File: src/rtl/branch_resolve_pkg.sv
// Shared encodings for the ID-stage branch resolution unit: funct3 conditions,
// forward-select codes, FSM states and the per-source hazard depth rule.
package branch_resolve_pkg;

    localparam logic [2:0] Funct3Beq  = 3'b000;
    localparam logic [2:0] Funct3Bne  = 3'b001;
    localparam logic [2:0] Funct3Blt  = 3'b100;
    localparam logic [2:0] Funct3Bge  = 3'b101;
    localparam logic [2:0] Funct3Bltu = 3'b110;
    localparam logic [2:0] Funct3Bgeu = 3'b111;

    localparam logic [1:0] FwdRegfile = 2'd0;
    localparam logic [1:0] FwdMem     = 2'd1;
    localparam logic [1:0] FwdWb      = 2'd2;

    localparam logic StIdle  = 1'b0;
    localparam logic StStall = 1'b1;

    // Cycles a source must wait before the forwarding network can supply it.
    function automatic logic [1:0] hazard_depth(
        input logic [4:0] rs,
        input logic [4:0] ex_rd,
        input logic       ex_wb,
        input logic       ex_load,
        input logic [4:0] mem_rd,
        input logic       mem_load
    );
        logic [1:0] depth;
        depth = 2'd0;
        if (rs != 5'd0) begin
            if (ex_load && (ex_rd == rs)) begin
                depth = 2'd2;
            end else if (ex_wb && (ex_rd == rs)) begin
                depth = 2'd1;
            end else if (mem_load && (mem_rd == rs)) begin
                depth = 2'd1;
            end
        end
        return depth;
    endfunction

endpackage

File: src/rtl/branch_resolve_br_cmp.sv
// Combinational branch condition evaluator (funct3 -> taken).
module br_cmp
    import branch_resolve_pkg::*;
#(
    parameter int unsigned XLEN = 32
) (
    input  logic [XLEN-1:0] op1,
    input  logic [XLEN-1:0] op2,
    input  logic [2:0]      funct3,
    output logic            taken
);

    always_comb begin
        taken = 1'b0;
        case (funct3)
            Funct3Beq:  taken = (op1 == op2);
            Funct3Bne:  taken = (op1 != op2);
            Funct3Blt:  taken = ($signed(op1) <  $signed(op2));
            Funct3Bge:  taken = ($signed(op1) >= $signed(op2));
            Funct3Bltu: taken = (op1 <  op2);
            Funct3Bgeu: taken = (op1 >= op2);
            default:    taken = 1'b0;
        endcase
    end

endmodule

File: src/rtl/branch_resolve.sv
// ID-stage branch/jump resolution with load/ALU hazard stalls and registered redirect.
// Optional BR_PERF_EN adds conditional-branch resolved/taken counters.
module branch_resolve
    import branch_resolve_pkg::*;
#(
    parameter int unsigned XLEN = 32
) (
    input  logic            clk,
    input  logic            rst_n,
    input  logic            id_valid,
    input  logic            id_branch,
    input  logic            id_jal,
    input  logic            id_jalr,
    input  logic [2:0]      id_funct3,
    input  logic [XLEN-1:0] id_pc,
    input  logic [XLEN-1:0] id_imm,
    input  logic [4:0]      rs1id,
    input  logic [4:0]      rs2id,
    input  logic [XLEN-1:0] rs1_data,
    input  logic [XLEN-1:0] rs2_data,
    input  logic [1:0]      fa,
    input  logic [1:0]      fb,
    input  logic [XLEN-1:0] mem_result,
    input  logic [XLEN-1:0] wb_data,
    input  logic [4:0]      ex_rd,
    input  logic [4:0]      mem_rd,
    input  logic            ex_wb,
    input  logic            ex_load,
    input  logic            mem_load,
    input  logic            kill,
    output logic            stall_id,
    output logic            redirect_valid,
    output logic [XLEN-1:0] redirect_pc,
    output logic            flush_ifid
`ifdef BR_PERF_EN
    ,
    output logic [31:0]     perf_branches,
    output logic [31:0]     perf_taken
`endif
);

    logic            state_q, state_d;
    logic [1:0]      cnt_q, cnt_d;
    logic [XLEN-1:0] op1, op2, jalr_sum, target;
    logic            cond_taken, taken, active, resolve;
    logic [1:0]      depth1, depth2, depth;

    always_comb begin
        case (fa)
            FwdMem:     op1 = mem_result;
            FwdWb:      op1 = wb_data;
            FwdRegfile: op1 = rs1_data;
            default:    op1 = rs1_data;
        endcase
        case (fb)
            FwdMem:     op2 = mem_result;
            FwdWb:      op2 = wb_data;
            FwdRegfile: op2 = rs2_data;
            default:    op2 = rs2_data;
        endcase
    end

    br_cmp #(
        .XLEN (XLEN)
    ) u_br_cmp (
        .op1    (op1),
        .op2    (op2),
        .funct3 (id_funct3),
        .taken  (cond_taken)
    );

    assign taken    = id_jal | id_jalr | (id_branch & cond_taken);
    assign jalr_sum = op1 + id_imm;
    assign target   = id_jalr ? {jalr_sum[XLEN-1:1], 1'b0} : (id_pc + id_imm);

    // The slot behind a redirect pulse holds a wrong-path instruction: ignore it.
    assign active = id_valid & (id_branch | id_jal | id_jalr) & ~redirect_valid;

    assign depth1 = (id_branch | id_jalr) ?
                    hazard_depth(rs1id, ex_rd, ex_wb, ex_load, mem_rd, mem_load) : 2'd0;
    assign depth2 = id_branch ?
                    hazard_depth(rs2id, ex_rd, ex_wb, ex_load, mem_rd, mem_load) : 2'd0;
    assign depth  = (depth1 > depth2) ? depth1 : depth2;

    always_comb begin
        state_d  = state_q;
        cnt_d    = cnt_q;
        stall_id = 1'b0;
        resolve  = 1'b0;
        if (kill) begin
            state_d = StIdle;
            cnt_d   = 2'd0;
        end else if (state_q == StStall) begin
            stall_id = 1'b1;
            if (!id_valid || (cnt_q == 2'd1)) begin
                state_d = StIdle;
                cnt_d   = 2'd0;
            end else begin
                cnt_d = cnt_q - 2'd1;
            end
        end else if (active) begin
            if (depth != 2'd0) begin
                // This cycle is the first stall; only the remainder is counted in STALL.
                // A depth-1 hazard has cleared by the next cycle, so IDLE re-evaluates.
                stall_id = 1'b1;
                if (depth > 2'd1) begin
                    state_d = StStall;
                    cnt_d   = depth - 2'd1;
                end
            end else begin
                resolve = 1'b1;
            end
        end
    end

    always_ff @(posedge clk or negedge rst_n) begin
        if (!rst_n) begin
            state_q        <= StIdle;
            cnt_q          <= 2'd0;
            redirect_valid <= 1'b0;
            flush_ifid     <= 1'b0;
            redirect_pc    <= '0;
        end else begin
            state_q        <= state_d;
            cnt_q          <= cnt_d;
            redirect_valid <= resolve & taken;
            flush_ifid     <= resolve & taken;
            if (resolve && taken) begin
                redirect_pc <= target;
            end
        end
    end

`ifdef BR_PERF_EN
    always_ff @(posedge clk or negedge rst_n) begin
        if (!rst_n) begin
            perf_branches <= 32'd0;
            perf_taken    <= 32'd0;
        end else if (resolve && id_branch) begin
            perf_branches <= perf_branches + 32'd1;
            if (cond_taken) begin
                perf_taken <= perf_taken + 32'd1;
            end
        end
    end
`endif

endmodule
File: config.mk
export PLATFORM = sky130hd
export DESIGN_NAME = branch_resolve
export DESIGN_NICKNAME = d
export VERILOG_FILES = /design/src/rtl/branch_resolve_pkg.sv /design/src/rtl/branch_resolve_br_cmp.sv /design/src/rtl/branch_resolve.sv
export SDC_FILE = /design/constraint.sdc
export NUM_CORES = 1
export LEC_CHECK = 0
export CORE_MARGIN = 10
export CORE_UTILIZATION = 34
export DETAILED_ROUTE_END_ITERATION = 8
export GPL_ROUTABILITY_DRIVEN = 0
export GPL_TIMING_DRIVEN = 0
export PLACE_DENSITY = 0.63
export SLEW_MARGIN = 20
export SYNTH_ARGS = -nofsm -noshare
export SYNTH_HDL_FRONTEND = slang
export SYNTH_SLANG_ARGS = --single-unit
File: constraint.sdc
create_clock -name clk -period 3.83 [get_ports clk]
set_input_delay 0.766 -clock clk [delete_from_list [all_inputs] [get_ports clk]]
set_output_delay 0.766 -clock clk [all_outputs]
set_load 0.02 [all_outputs]
# Word level (Yosys, flattened, before mapping)
# Index checks and enable logic that the tools add are counted.
# W data, S select, Z words.
totals:
  regBits: 36
  latchBits: 0
  ramBits: 0
  rom_bits: 0
  input_bits: 229
  out_inout_bits: 35
  wordCells: 92
  memories: 0
op_classes:
  n_addsub: 4
  mul: 0
  n_div: 0
  magnitude_cmp: 6
  eq_ne: 16
  n_shift: 0
  n_mux: 35
  bitwise: 10
  n_reduce_logical: 17
op_table:
  columns: ["op", "count"]
  rows:
  - ["$pmux W32 S2", 2]
  - ["$add A32 B32 Y32", 2]
  - ["$ge A32 B32 Y1", 2]
  - ["$lt A32 B32 Y1", 2]
  - ["$eq A32 B32 Y1", 1]
  - ["$mux W32", 1]
  - ["$ne A32 B32 Y1", 1]
  - ["$mux W2", 13]
  - ["$eq A5 B5 Y1", 4]
  - ["$mux W1", 18]
  - ["$eq A3 B3 Y1 const B", 4]
  - ["$reduce_bool A5 Y1", 2]
  - ["$reduce_bool A3 Y1", 3]
  - ["$logic_and A1 B1 Y1", 7]
  - ["$eq A2 B1 Y1 const B", 3]
  - ["$pmux W1 S6", 1]
  - ["$or A1 B1 Y1", 5]
  - ["$and A1 B1 Y1", 4]
  - ["$eq A2 B2 Y1 const B", 2]
  - ["$sub A2 B1 Y2 const B", 2]
  - ["$eq A3 B1 Y1 const B", 1]
  - ["$logic_not A3 Y1", 1]
  - ["$reduce_and A3 Y1", 1]
  - ["$gt A2 B1 Y1 const B", 1]
  - ["5 further kinds", 5]

# Depth between registers and ports, before layout
# Gate-level depths: netlist (run 1).
logic_depth:
  word_depth: 15
  mapped_depth: 20
  ltp_nobuf: 18

# Cells and area by module
# A second synthesis (run 1) with hierarchy kept.
hier_totals:
  hier_cells: 1058
  hier_area_um2: 7509.7
modules_own_cells:
  columns: ["module", "n_inst", "cells_per_inst", "area_each_um2"]
  rows:
  - ["branch_resolve", 1, 930, 6586.3]
  - ["br_cmp", 1, 128, 923.4]

# Worst setup path after synthesis (run 1)
# No wires, ideal clock.
synth_timing:
  path_kind: "in2reg"
  from: "input fa[0]"
  to: "register redirect_pc[10]"
  setup_time_ns: 0.137
  arrival_ns: 4.232
  path_slack_ns: -0.539
  path_stages: 18
  path_buffers: 4
  cell_sequence: "inv_1 ha_1 clkbuf_1 a22oi_1 o21ai_0 ha_1 nor2b_1 o211ai_1 a21boi_0 o41ai_1 nand3_1 mux2i_1 a21oi_1 a22o_1 clkbuf_1 clkbuf_1 buf_1 a21oi_1"
synth_via:
  elab_chain_len: 7
  word_cells_on_any_way: 15
  cone_classes: "1 x add/sub; 4 x order compare; 4 x eq/ne; 3 x mux; 2 x bitwise; 1 x reduce/logical"
synth_rtl:
  columns: ["item", "line_no", "source"]
  rows:
  - ["start: declaration", "branch_resolve.sv:21", "input logic [1:0] fa,"]
  - ["$eq A2 B2 Y1 / $eq A2 B1 Y1 (equally long branches)", "branch_resolve.sv:49", "case (fa)"]
  - ["$pmux W32 S2 (*)", "branch_resolve.sv:49", null]
  - ["$ge A32 B32 Y1 (tied with other cells)", "branch_resolve_br_cmp.sv:21", "Funct3Bgeu: taken = (op1 >= op2);"]
  - ["$pmux W1 S6", "branch_resolve_br_cmp.sv:15", "case (funct3)"]
  - ["$and A1 B1 Y1", "branch_resolve.sv:72", "assign taken = id_jal | id_jalr | (id_branch & cond_taken);"]
  - ["$or A1 B1 Y1", "branch_resolve.sv:72", null]
  - ["$logic_and A1 B1 Y1", "branch_resolve.sv:128", "if (resolve && taken) begin"]
  - ["end signal: assignment", "branch_resolve.sv:129", "redirect_pc <= target;"]
  - ["end: declaration", "branch_resolve.sv:33", "output logic [XLEN-1:0] redirect_pc,"]
# Every way passes the cells marked *; elsewhere a longest branch is shown, timed or not.
# A chain may end at the register's enable or synchronous reset.

# Final worst setup path (run 1)
layout_timing:
  from: "input fa[0]"
  to: "register redirect_pc[27]"
# The elaborated chain is that of the path after synthesis.

==> results_dict.tcl, run 1 <==
set metrics [dict create \
    run_status "complete, but fails checks" \
    violations "setup timing" \
    root_buffer "clkbuf_16" \
    htree_num_levels 2 \
    ys_warn_count 0 \
    start_kind "input port" \
    area_delta_synth_final_pct 67.5 \
    clkPwrFrac_pct 11.3 \
    via_count 8477 \
    relSlewSlack_pct 51.2 \
    die_w_um 163 \
    syn_nets 1286 \
    wl_per_cell_um 20.2 \
    die_area_um2 26600 \
    crit_fanout 10 \
    antenna_found_initial 0 \
    clockBufferDepth 2 \
    max_cap_violations 0 \
    min_period_over_period_pct 103 \
    finalHoldViolations 0 \
    postCtsHoldBufs 0 \
    grt_pass1_vias 8751 \
    nNetsFinal 1607 \
    yosysTopAreaCellShare_pct 18.5 \
    grt_pass1_wl_um 46500 \
    synth_area_leader_cell "ha_1" \
    numPortBuffers 263 \
    fin_crit_ps 3930 \
    required_ps 4000 \
    synth.most_common_cell "a21oi_1" \
    rows 52 \
    ios 264 \
    drt_iter0_drc 472 \
    critPathKind "input port to flop" \
    dpl_cell_area_um2 10100 \
    grt_overflow 0 \
    synth_area_leaders "ha_1 19%, dfrtp_1 13%, a21oi_1 8.6%" \
    yosysUniqueCellTypes 67 \
    synth_common_cells "119 x a21oi_1, 105 x nor2_1, 103 x ha_1" \
    cts-buffers-inserted 5 \
    power_density_nw_per_um2 293 \
    yosysSeqAreaShare_pct 12.9 \
    internal_power_mw 1.94 \
    setup_viol 25 \
    switchingPower_mw 1.47 \
    fin_tns_setup_ps -605 \
    switching_share_pct 43.1 \
    die_h_um 163 \
    rsz0062_at_grt "true" \
    syn_avg_cell_area_um2 7.32 \
    finClkSkew_ps 4.01 \
    synth-seq-cells 36 \
    setup_ws_ps -103 \
    drc 0 \
    core_um2 20200 \
    ir_worst_vdd_mv 0.198 \
    crit_path_end_kind "flop" \
    clock_sinks 36 \
    power.leakage_nw 4.88 \
    hold_class "input port to asynchronous set/reset pin" \
    ant_nets 0 \
    grt_max_degree 32 \
    ys.flop_type "dfrtp_1" \
    cts.clk_slew.worst_paths_ps 50 \
    drv_slew 0 \
    ff2ff_path_depth 9 \
    fmax_ghz 0.254 \
    dr.pass1.iters 5 \
    power_mw 3.42 \
    grt.total_usage_pct 21.7 \
    insertion_delay_ps 280 \
    stdcell_area_um2 11700 \
    syn_area_um2 6970 \
    cts_tree "built" \
    wirelength_um 31200 \
    pwr-share-comb_pct 71.4 \
    drive_gt1_share_pct 20.8 \
    synth_edf_count 0 \
    nFillCells 1867 \
    cp_data_arrival_time_ps 4100 \
    async_flop_share_pct 100 \
    initial_core_util_pct 34.5 \
    synth_cells 952 \
    dp_hpwl_um 25600 \
    worst_pin_slew_ps 724 \
    vias_per_cell 5.49 \
    pwr-share-seq_pct 17.3 \
    n_antenna_cell 0 \
]
cells by family (layout without fill, tap and decap cells):
logic type	after synthesis	count (layout)	share of synthesized area, %
multiplexers	11	11	1.67
flip-flops	36	36	12.9
adder cells (fa/ha/maj)	105	105	19.1
AND/OR/NAND/NOR	274	274	17.9
AO/OA/AOI/OAI	385	386	35.6
XOR/XNOR	72	72	9.05
buffers and inverters	69	389	3.79
through the flow:
stage	hold slack, ps	util [%]	worst slack (ps)	std cells
after floorplan	470	-	-30.7	952
after global placement	473	49.9	-1990	1485
after detailed placement	484	49.9	-2030	1486
after CTS	312	55.4	-113	1527
after global routing	318	57.8	-228	1543
final	315	57.8	-103	1543
per-layer routing:
metal	GRT usage [%]	up-vias	routed length, um
li1	-	4216	-
met1	26.2	3948	13200
met2	38.3	281	15200
met3	5.29	32	2210
met4	3.89	0	512
met5	0	-	0
flip-flops by register name, summed over array words and instances (netlist names):
signal,cells
flush_ifid,1
state_q,1
redirect_pc,32
cnt_q,2
worst max-delay path: stages:
cell and delay, ps:
buf_12 90, inv_6 30, ha_4 170, clkbuf_4 200, a22oi_1 290, o21ai_2 130
ha_1 390, a21o_1 190, a21o_1 160, a2bb2oi_1 190, o211a_4 220, o22ai_4 70
a311o_1 420, buf_4 160, buf_4 120, xor2_1 130, nand2_1 70, o211ai_1 130
o21a_1 150
final timing paths:
| check | start | endpoint | slack, ps |
|---|---|---|---|
| hold reg to reg | redirect_pc[15]$_DFFE_PN0P_ | redirect_pc[15]$_DFFE_PN0P_ | 490 |
| setup reg to reg | flush_ifid$_DFF_PN0_ | redirect_pc[27]$_DFFE_PN0P_ | 1550 |
| min in group clk | redirect_pc[15]$_DFFE_PN0P_ | redirect_pc[15]$_DFFE_PN0P_ | 490 |
| setup / recovery | fa[0] | redirect_pc[27]$_DFFE_PN0P_ | -100 |
| max in group asynchronous | rst_n | redirect_pc[4]$_DFFE_PN0P_ | 3110 |
| hold / removal | rst_n | redirect_pc[23]$_DFFE_PN0P_ | 310 |
power by group through the flow:
stage / Combinational [mW] / Clock, mW / Sequential, mW
after CTS: 2.28 / 0.392 / 0.591
after global placement: 2.07 / 0 / 0.593
after global routing: 2.63 / 0.408 / 0.609
after detailed placement: 2.08 / 0 / 0.597
after floorplan: 1.04 / 0 / 0.745
final: 2.44 / 0.387 / 0.591
layout by cell type, fill, tap and decap left out, drive strengths merged, types with 16 or more instances in the layout:
cell           count
nand2             77
xor2              36
a22oi             64
nor2             105
clkdlybuf4s50    230
ha               103
o211ai            16
a21oi            119
o21ai             68
inv               27
xnor2             36
clkbuf            31
nand3             21
a21o              30
buf               90
dfrtp             36
cell type report:
type,instances,area (um2),share of cell area (%)
clock buffers,6,129,1.10
repair buffers,317,3060,26.2
clock inverters,1,5.00,0.0429
well taps,270,338,2.90
inverters,27,109,0.933
plain buffers,38,494,4.24
flip-flops and latches,36,901,7.72
multi-input cells,848,6630,56.8
timing repair:
item | 4_1_cts | 5_1_grt
setup endpoints to repair | 35 | 34
cloned | 2 | 1
pin swaps | 67 | 55
buffers inserted | 36 | 15
gates resized for setup | 285 | 103
(Power assumes the default switching activity.)
==> inputs of run 2 (changes only) <==
Settings changed: CORE_UTILIZATION 34 to 47, PLACE_DENSITY 0.63 to 0.82, SYNTH_HIERARCHICAL set to 1, TNS_END_PERCENT set to 5.
==> run 2 against run 1 <==
  * The flow still finishes with violations (setup timing)
  * Highest routed layer unchanged
  * Sequential power is 3.6% lower
  * Cell count is 2.3% higher
  * Flip-flop and latch count stayed put
  * Utilization is 19 points higher
  * Clock skew is 1.3 ps higher
  * Register-to-register slack better by 400 ps
  * First-iteration DRC count is 80% higher
  * Combinational power is 2% higher
  * Wire length is 8.4% higher
  * Largest cell class unchanged
  * Non-clock buffer count is 5 lower
  * Via count is 16% higher
  * Final area is 4.5% higher
==> results_dict.tcl, run 2 <==
set metrics [dict create \
    drv_slew 0 \
    yosysTopAreaCellShare_pct 17.2 \
    drc 0 \
    crit_path_end_kind "flop" \
    hold_slack_ps 271 \
    insertion_delay_ps 290 \
    critPathKind "input port to flop" \
    layout_commonest_cell "clkdlybuf4s50_1" \
    rsz0062_at_grt "true" \
    ys.flop_type "dfrtp_1" \
    cts_tree "built" \
    top_regs "redirect_pc (32), cnt_q (2)" \
    finalCoreUtilization_pct 77.3 \
    grt_max_degree 35 \
    grt_pass1_wl_um 52500 \
    finalNonFillerCells 1578 \
    power_density_nw_per_um2 288 \
    setup_ws_ps -623 \
    ant_nets 0 \
    start_kind "input port" \
    clockBufferDepth 2 \
    grt_pass1_vias 10104 \
    cp_data_arrival_time_ps 4620 \
    required_ps 4000 \
    clock_sinks 36 \
    syn_avg_cell_area_um2 7.10 \
    via_count 9808 \
    die_area_um2 21400 \
    yosysSeqAreaShare_pct 12.0 \
    fmax_ghz 0.225 \
    async_flop_share_pct 100 \
    layout_common_cells "238 x clkdlybuf4s50_1, 109 x nand2_1, 88 x a21oi_1" \
    dr.pass1.iters 5 \
    nNetsFinal 1694 \
    cts.clk_slew.worst_paths_ps 60 \
    wirelength_um 33800 \
    synth_area_leaders "ha_1 17%, dfrtp_1 12%, o21ai_0 8.1%" \
    hold_class "input port to asynchronous set/reset pin" \
    numPortBuffers 263 \
    relSlewSlack_pct 37.0 \
    htree_num_levels 2 \
    synth_common_cells "127 x nand2_1, 122 x o21ai_0, 103 x ha_1" \
    initial_core_util_pct 47.6 \
    core_um2 15800 \
    finClkSkew_ps 5.29 \
    dpl_worst_slack_ps -1780 \
    vias_per_cell 6.22 \
    finalHoldViolations 0 \
    crit_fanout 10 \
    run_status "complete, but fails checks" \
    multiInputGateArea_um2 7060 \
    power.leakage_nw 5.00 \
    violations "setup timing" \
    setup_viol 34 \
    area_delta_synth_final_pct 62.3 \
    dpl_cell_area_um2 10700 \
    synth_area_leader_cell "ha_1" \
    ys_warn_count 6 \
    drive_gt1_share_pct 17.3 \
    rows 46 \
    synth_edf_count 0 \
    syn_nets 1392 \
    postCtsHoldBufs 0 \
    grt_overflow 0 \
    synth-seq-cells 36 \
    top_register "redirect_pc" \
    root_buffer "clkbuf_16" \
    synth.most_common_cell "nand2_1" \
    die_w_um 146 \
    stdcell_area_um2 12200 \
    largest_reg_flops 32 \
    wl_per_cell_um 21.4 \
    drt_iter0_drc 850 \
    dp.cells 1538 \
    nFillCells 1162 \
    cts-buffers-inserted 5 \
    dp_hpwl_um 25700 \
    die_h_um 146 \
    yosysUniqueCellTypes 74 \
    synth_cells 1058 \
    antenna_found_initial 1 \
    fin_crit_ps 4450 \
    max_cap_violations 0 \
    worst_pin_slew_ps 933 \
    ir_worst_vdd_mv 0.178 \
    min_period_over_period_pct 116 \
    ios 264 \
    syn_area_um2 7510 \
    grt.total_usage_pct 29.6 \
    ff_latch_area_um2 901 \
]
run 2: metal layers:
metal	GRT usage, %	up-vias	routed length, um
li1	-	4552	-
met1	32.8	4550	12900
met2	51.5	576	15900
met3	6.61	130	3040
met4	16.6	0	1980
met5	0	-	0
run 2: report_power, final:
| group | internal, mW | total [mW] | leakage, nW | switching [mW] |
|---|---|---|---|---|
| clock network | 0.305 | 0.466 | 0.0798 | 0.160 |
| logic | 1.16 | 2.48 | 4.51 | 1.31 |
| registers | 0.498 | 0.570 | 0.411 | 0.0720 |
run 2: cells by family after synthesis:
| group | share of synthesized area [%] |
|---|---|
| compound gates | 34.1 |
| xor+xnor | 8.05 |
| fa+ha+maj | 17.7 |
| buf+inv | 6.01 |
| flops | 12.0 |
| mux | 1.27 |
| simple gates | 20.9 |
run 2: critical path, cell delays in order:
cell and delay [ps]:
buf_4 140, inv_2 60, ha_4 180, clkbuf_16 180, a22oi_1 120, o21ai_2 190
inv_2 60, ha_4 270, nand4_1 170, buf_4 190, nor4_4 340, a311oi_2 190
a211o_2 330, nor3_4 260, a211o_1 180, nand3_2 100, nor2_4 230, nand3_2 110
a211o_1 250, o32a_1 290
run 2: area by class of cell:
type                    instances  share of cell area (%)
flip-flops and latches         36                    7.39
plain buffers                  54                    4.78
multi-input cells             905                    57.9
clock inverters                 3                   0.349
clock buffers                   5                    1.03
well taps                     216                    2.22
diodes                          1                  0.0205
repair buffers                296                    24.3
inverters                      62                    1.99
run 2: stage by stage:
stage                     power (mW)  setup TNS, ps
after floorplan                 1.84           -282
after global placement          2.65         -49820
after detailed placement        2.70         -53880
after CTS                       3.42          -8420
after global routing            3.71         -21220
final                           3.51         -18100
run 2: repair_timing:
action | 4_1_cts | 5_1_grt
resized for setup | 265 | 14
endpoints found under the setup margin | 34 | 34
gates cloned | 6 | 0
pin swaps | 62 | 16
buffers inserted | 21 | 5
run 2: final timing paths:
kind	from	to	slack (ps)	cells past startpoint
worst max-delay path	fb[1]	redirect_pc[28]$_DFFE_PN0P_	-620	20
worst min-delay path	rst_n	redirect_pc[3]$_DFFE_PN0P_	270	1
worst max register to register	state_q$_DFF_PN0_	redirect_pc[28]$_DFFE_PN0P_	1950	7
worst min register to register	cnt_q[1]$_DFFE_PN0P_	cnt_q[1]$_DFFE_PN0P_	490	2
max in group asynchronous	rst_n	redirect_pc[27]$_DFFE_PN0P_	3180	2
min in group clk	cnt_q[1]$_DFFE_PN0P_	cnt_q[1]$_DFFE_PN0P_	490	2
==> inputs of run 3 (changes only) <==
Settings changed: MAX_ROUTING_LAYER set to met4.
==> run 3 against run 2 <==
  * Non-clock buffer count unchanged
  * Cell count unchanged
  * Die area unchanged
  * Critical path type unchanged
  * Largest cell class unchanged
  * Worst setup slack got worse by 5.7 ps
  * The run still ends with setup timing left
  * Hold slack improved by 0.62 ps
  * Wire length increased by 0.13%
==> results_dict.tcl, run 3 (same netlist as run 2, synthesis figures left out) <==
set metrics [dict create \
    nNetsFinal 1694 \
    stdcell_area_um2 12200 \
    insertion_delay_ps 290 \
    finalCoreUtilization_pct 77.3 \
    core_um2 15800 \
    die_area_um2 21400 \
    top_register "redirect_pc" \
    finClkSkew_ps 3.89 \
    fin_crit_ps 4460 \
    required_ps 4000 \
    layout_commonest_cell "clkdlybuf4s50_1" \
    dpl_cell_area_um2 10700 \
    max_cap_violations 0 \
    die_w_um 146 \
    rows 46 \
    cts.clk_slew.worst_paths_ps 60 \
    antenna_found_initial 1 \
    critPathKind "input port to flop" \
    die_h_um 146 \
    clockBufferDepth 2 \
    grt_max_degree 35 \
    finalNonFillerCells 1578 \
    ir_worst_vdd_mv 0.177 \
    root_buffer "clkbuf_16" \
    initial_core_util_pct 47.6 \
    crit_fanout 8 \
    clock_sinks 36 \
    via_count 9792 \
    cp_data_arrival_time_ps 4630 \
    ios 264 \
    crit_path_end_kind "flop" \
    drv_slew 0 \
    cts_tree "built" \
    drt_iter0_drc 836 \
    relSlewSlack_pct 35.9 \
    numPortBuffers 263 \
    switchingPower_mw 1.55 \
    pwr-share-comb_pct 70.6 \
    clkPwrFrac_pct 13.2 \
    layout_common_cells "238 x clkdlybuf4s50_1, 109 x nand2_1, 88 x a21oi_1" \
    hold_class "input port to asynchronous set/reset pin" \
    dp.cells 1538 \
    pwr-share-seq_pct 16.2 \
    grt_overflow 0 \
    grt.total_usage_pct 30.4 \
    grt_pass1_wl_um 52300 \
    switching_share_pct 44.0 \
    fmax_ghz 0.224 \
    top_regs "redirect_pc (32), cnt_q (2)" \
    rsz0062_at_grt "true" \
    drc 0 \
    worst_pin_slew_ps 950 \
    ff2ff_setup_slack_ps 1950 \
    htree_num_levels 2 \
    min_period_over_period_pct 116 \
    violations "setup timing" \
    largest_reg_flops 32 \
    drive_gt1_share_pct 17.3 \
    setup_ws_ps -629 \
    wirelength_um 33900 \
    setup_viol 34 \
    r2r_end "redirect_pc[28]$_DFFE_PN0P_" \
    ff2ff_path_depth 7 \
    cts-buffers-inserted 5 \
    run_status "complete, but fails checks" \
    rr_startpoint "state_q$_DFF_PN0_" \
    internal_power_mw 1.97 \
    vias_per_cell 6.21 \
    ant_nets 0 \
    grt_pass1_vias 10122 \
    start_kind "input port" \
    power.leakage_nw 5.00 \
    power_density_nw_per_um2 288 \
    wl_per_cell_um 21.5 \
    dp_hpwl_um 25700 \
    dr.pass1.iters 6 \
    finalHoldViolations 0 \
    area_delta_synth_final_pct 62.3 \
]
==> run 3: cell counts in the layout (fill, tap and decap cells not counted) <==
No cell type changed its count.
==> run 3: area by class of cell <==
type / instances / area, um2
Buffer: 54 / 583
Inverter: 62 / 243
Sequential cell: 36 / 901
Timing Repair Buffer: 296 / 2960
Clock inverter: 3 / 42.5
Tap cell: 216 / 270
Antenna cell: 1 / 2.50
Clock buffer: 5 / 125
Fill cell: 1162 / 3580
Multi-Input combinational cell: 905 / 7060
==> run 3: power groups by stage <==
stage | Combinational (mW) | Sequential (mW) | Clock, mW
detailed placement | 2.12 | 0.573 | 0
CTS | 2.37 | 0.570 | 0.472
global placement | 2.08 | 0.570 | 0
finish | 2.48 | 0.569 | 0.465
global route | 2.65 | 0.583 | 0.480
floorplan | 1.13 | 0.706 | 0
==> run 3: how the worst max path moves through the flow <==
stage	depth (start not counted)	slack (ps)	end	startpoint
detailed placement	17	-1780	redirect_pc[27]$_DFFE_PN0P_	fa[1]
global route	20	-700	redirect_pc[28]$_DFFE_PN0P_	fb[1]
CTS	19	-330	redirect_pc[28]$_DFFE_PN0P_	fb[0]
floorplan	20	-130	redirect_pc[28]$_DFFE_PN0P_	fb[0]
global placement	17	-1670	redirect_pc[27]$_DFFE_PN0P_	fb[0]
finish	19	-630	redirect_pc[28]$_DFFE_PN0P_	fa[1]
==> run 3: what timing repair did <==
action / in CTS / in global routing
gates cloned: 6 / 0
pin swaps: 62 / 16
gates resized for setup: 265 / 14
buffers inserted: 21 / 5
hold buffers: 0 / 0
endpoints found under the setup margin: 34 / 34
==> run 3: worst max-delay path: stages <==
cell	delay (ps)
buf_6	100
ha_4	270
buf_12	170
clkbuf_16	170
o21ai_2	250
ha_4	260
a21oi_1	170
o21ai_0	180
a22oi_2	280
buf_4	160
a31oi_1	80
a211o_2	350
nor3_4	260
a211o_1	180
nand3_2	100
nor2_4	230
nand3_2	110
a211o_1	250
o32a_1	290
==> run 3: layer usage <==
| layer | up-vias | track usage, % | wire, um |
|---|---|---|---|
| met5 | - | - | 0 |
| met4 | 0 | 16.4 | 2040 |
| met3 | 145 | 4.51 | 2490 |
| met2 | 555 | 51.5 | 15900 |
| met1 | 4541 | 33.9 | 13400 |
| li1 | 4551 | - | - |
==> run 3: through the flow <==
| step | total power, mW | hold slack, ps | TNS [ps] | setup WS [ps] |
|---|---|---|---|---|
| 6_report | 3.51 | 272 | -18250 | -629 |
| 5_1_grt | 3.71 | 274 | -21230 | -701 |
| 4_1_cts | 3.42 | 266 | -8420 | -330 |
| 3_5_place_dp | 2.70 | 475 | -53880 | -1780 |
| 3_3_place_gp | 2.65 | 465 | -49820 | -1670 |
| 2_1_floorplan | 1.84 | 449 | -282 | -127 |
==> variant (flow settings as in run 1) <==
Build with the macro `BR_PERF_EN` defined.
--- a/src/rtl/branch_resolve.sv
+++ b/src/rtl/branch_resolve.sv
@@ -1,4 +1,6 @@
 // ID-stage branch/jump resolution with load/ALU hazard stalls and registered redirect.
 // Optional BR_PERF_EN adds conditional-branch resolved/taken counters.
+`define BR_PERF_EN
+
 module branch_resolve
     import branch_resolve_pkg::*;
Function (old outputs only; new: perf_branches and perf_taken): kept (equiv_simple and equiv_induct, registers matched by name and starting in step).
==> variant against run 1 <==
- the run still ends with setup timing left
- maximum frequency down 4.9%
- synthesized cell count increased by 31%
- total power grew 56%
- worst hold slack improved by 0.048 ns
- synthesized area up 44%
- wire length grew 39%
- sequential cell count increased by 64
- cell area up 45%
- worst setup slack lost 0.20 ns
- critical endpoint is now perf_taken[20]
- largest power group unchanged
- highest routed layer is now met5
==> variant: results (changes against run 1) <==
Seq/Total Area, Yosys: 25.0% (+12 points)
total number of vias: 11,200 (+32%)
primary flip-flop cell chosen by synthesis mapping: sky130_fd_sc_hd__dfrtp_1
multi-input combinational area share: 51.7% (-5.1 points)
critical register-to-register path startpoint: perf_taken[11]
Inverters excl. clock: 35 (+30%)
ratio of cells with drive above 1 in the final layout: 25.2% (+4.4 points)
mean post-synth cell area: 8.05 sq um (+10%)
CP max-delay cell: sky130_fd_sc_hd__or3_4
Non-CTS buffers: 457 (+29%)
clock network power: 0.000941 W (+140%)
cell types with the largest area share after synthesis: sky130_fd_sc_hd__dfrtp_1 (25%), sky130_fd_sc_hd__ha_1 (13%), sky130_fd_sc_hd__xor2_1 (6.2%)
minimum hold slack: 0.363 ns (+0.0483 ns)
Final WS setup: -0.306 ns (-0.203 ns)
maximum number of pins on one net before global-route repair: 53 (+66%)
largest registers ranked by flip-flop count: perf_branches x32, perf_taken x32, redirect_pc x32
clk cell area share: 1.80% (+0.65 points)
non-filler cells, final: 2,052 (+33%)
proportion of final cell area spent on non-clock buffers: 28.0% (-2.4 points)
initial antenna violation count: 8 (+8)
CP peak stage delay: 0.40 ns (-0.02 ns)
number of CTS-inserted buffers: 9 (+4)
number of DRC violations after detailed-routing iteration 0: 584 (+24%)
CTS clk-pin slew, worst paths: 0.07 ns (+0.02 ns)
transition time at the pin with the least slew margin: 0.813 ns (+0.0880 ns)
wire length of the first global-routing pass: 63.9 mm (+38%)
fillers: 2,472 (+32%)
maximum fanout count along the critical path: 6 (-4)
Net Switching: 0.00212 W (+44%)
cell area after placement: 0.0144 sq mm (+43%)
synthesized net count: 1,579 (+23%)
count of TritonRoute iterations in the first routing pass: 4 (-1)
sum of negative setup slack: -10.06 ns (-9.46 ns)
chip width: 192 um (+17%)
VDD IR max: 0.222 mV (+12%)
Post-Place Worst Slack: -1.63 ns (+0.403 ns)
r2r worst-path depth: 10 (+1)
sequential-cell power consumption: 0.00140 W (+140%)
Worst Skew: 0.0101 ns (+0.00607 ns)
number of failing setup endpoints in the final timing report: 62 (+150%)
setup slack of the most critical reg-to-reg path: 1.00 ns (-0.55 ns)
CTS H-Tree Depth: 3 (+1)
number of gates resized after CTS: 304 (+6.7%)
violations in the final reports: setup timing
leading post-synthesis cells by instance count: sky130_fd_sc_hd__a21oi_1 (122), sky130_fd_sc_hd__nor2_1 (122), sky130_fd_sc_hd__nand2_1 (111)
Multi-Input Combinational: 1,057 (+25%)
net total in the final layout: 1,996 (+24%)
Setup Buffers After CTS: 47 (+31%)
quantity of I/O buffers inserted on ports: 327 (+24%)
drt wl/cell: 21.2 um (+4.7%)
Worst EP arrival: 4.37 ns (+0.27 ns)
power dissipated in combinational cells: 0.00298 W (+22%)
count of inserted antenna diode cells: 3 (+3)
Overall Global Routing Usage: 22.0% (+0.33 points)
outcome: finished, violations left
FF-to-FF End: perf_taken[31]
combined area of the multi-input logic cells: 0.00878 sq mm (+32%)
HPWL Detailed: 34.4 mm (+35%)
## variant: worst max-delay path by stage
| stage | start | endpoint | slack [ns] |
|---|---|---|---|
| 3_3_place_gp | rst_n | redirect_pc[30] | -1.92 |
| 5_1_grt | fb[1] | perf_taken[20] | -0.38 |
| 3_5_place_dp | fa[1] | perf_taken[14] | -1.63 |
| 2_1_floorplan | fb[0] | perf_taken[11] | -0.22 |
| 4_1_cts | fa[0] | perf_taken[25] | -0.29 |
| 6_report | fb[0] | perf_taken[20] | -0.31 |
## variant: cells by family (layout without fill, tap and decap cells)
family | Yosys count | in the layout | synth area share [%]
adders and majority gates | 107 | 107 | 13.5
muxes | 11 | 11 | 1.19
and+or+nand+nor | 415 | 415 | 20.5
DFF | 100 | 100 | 25.0
buffers and inverters | 86 | 508 | 3.51
AOI/OAI and AO/OA | 387 | 387 | 24.2
xor gates and xnor gates | 137 | 137 | 12.0
other | 0 | 3 | 0
## variant: routing by layer
metal,global-route usage (%),wire (um),vias up
li1,-,-,5404
met1,24.3,16500,5290
met2,39.3,21600,437
met3,6.92,3810,85
met4,7.18,1520,6
met5,0,46,-
## variant: worst register-to-register path: stages (launching register included)
cell and delay [ns]:
sky130_fd_sc_hd__dfrtp_1 0.43, sky130_fd_sc_hd__and4_1 0.28, sky130_fd_sc_hd__and3_1 0.24, sky130_fd_sc_hd__and4_1 0.24
sky130_fd_sc_hd__nand3_1 0.20, sky130_fd_sc_hd__nor2_1 0.24, sky130_fd_sc_hd__nand3_1 0.25, sky130_fd_sc_hd__nor2_1 0.16
sky130_fd_sc_hd__nand2_1 0.19, sky130_fd_sc_hd__nor4_4 0.33, sky130_fd_sc_hd__xor2_1 0.17
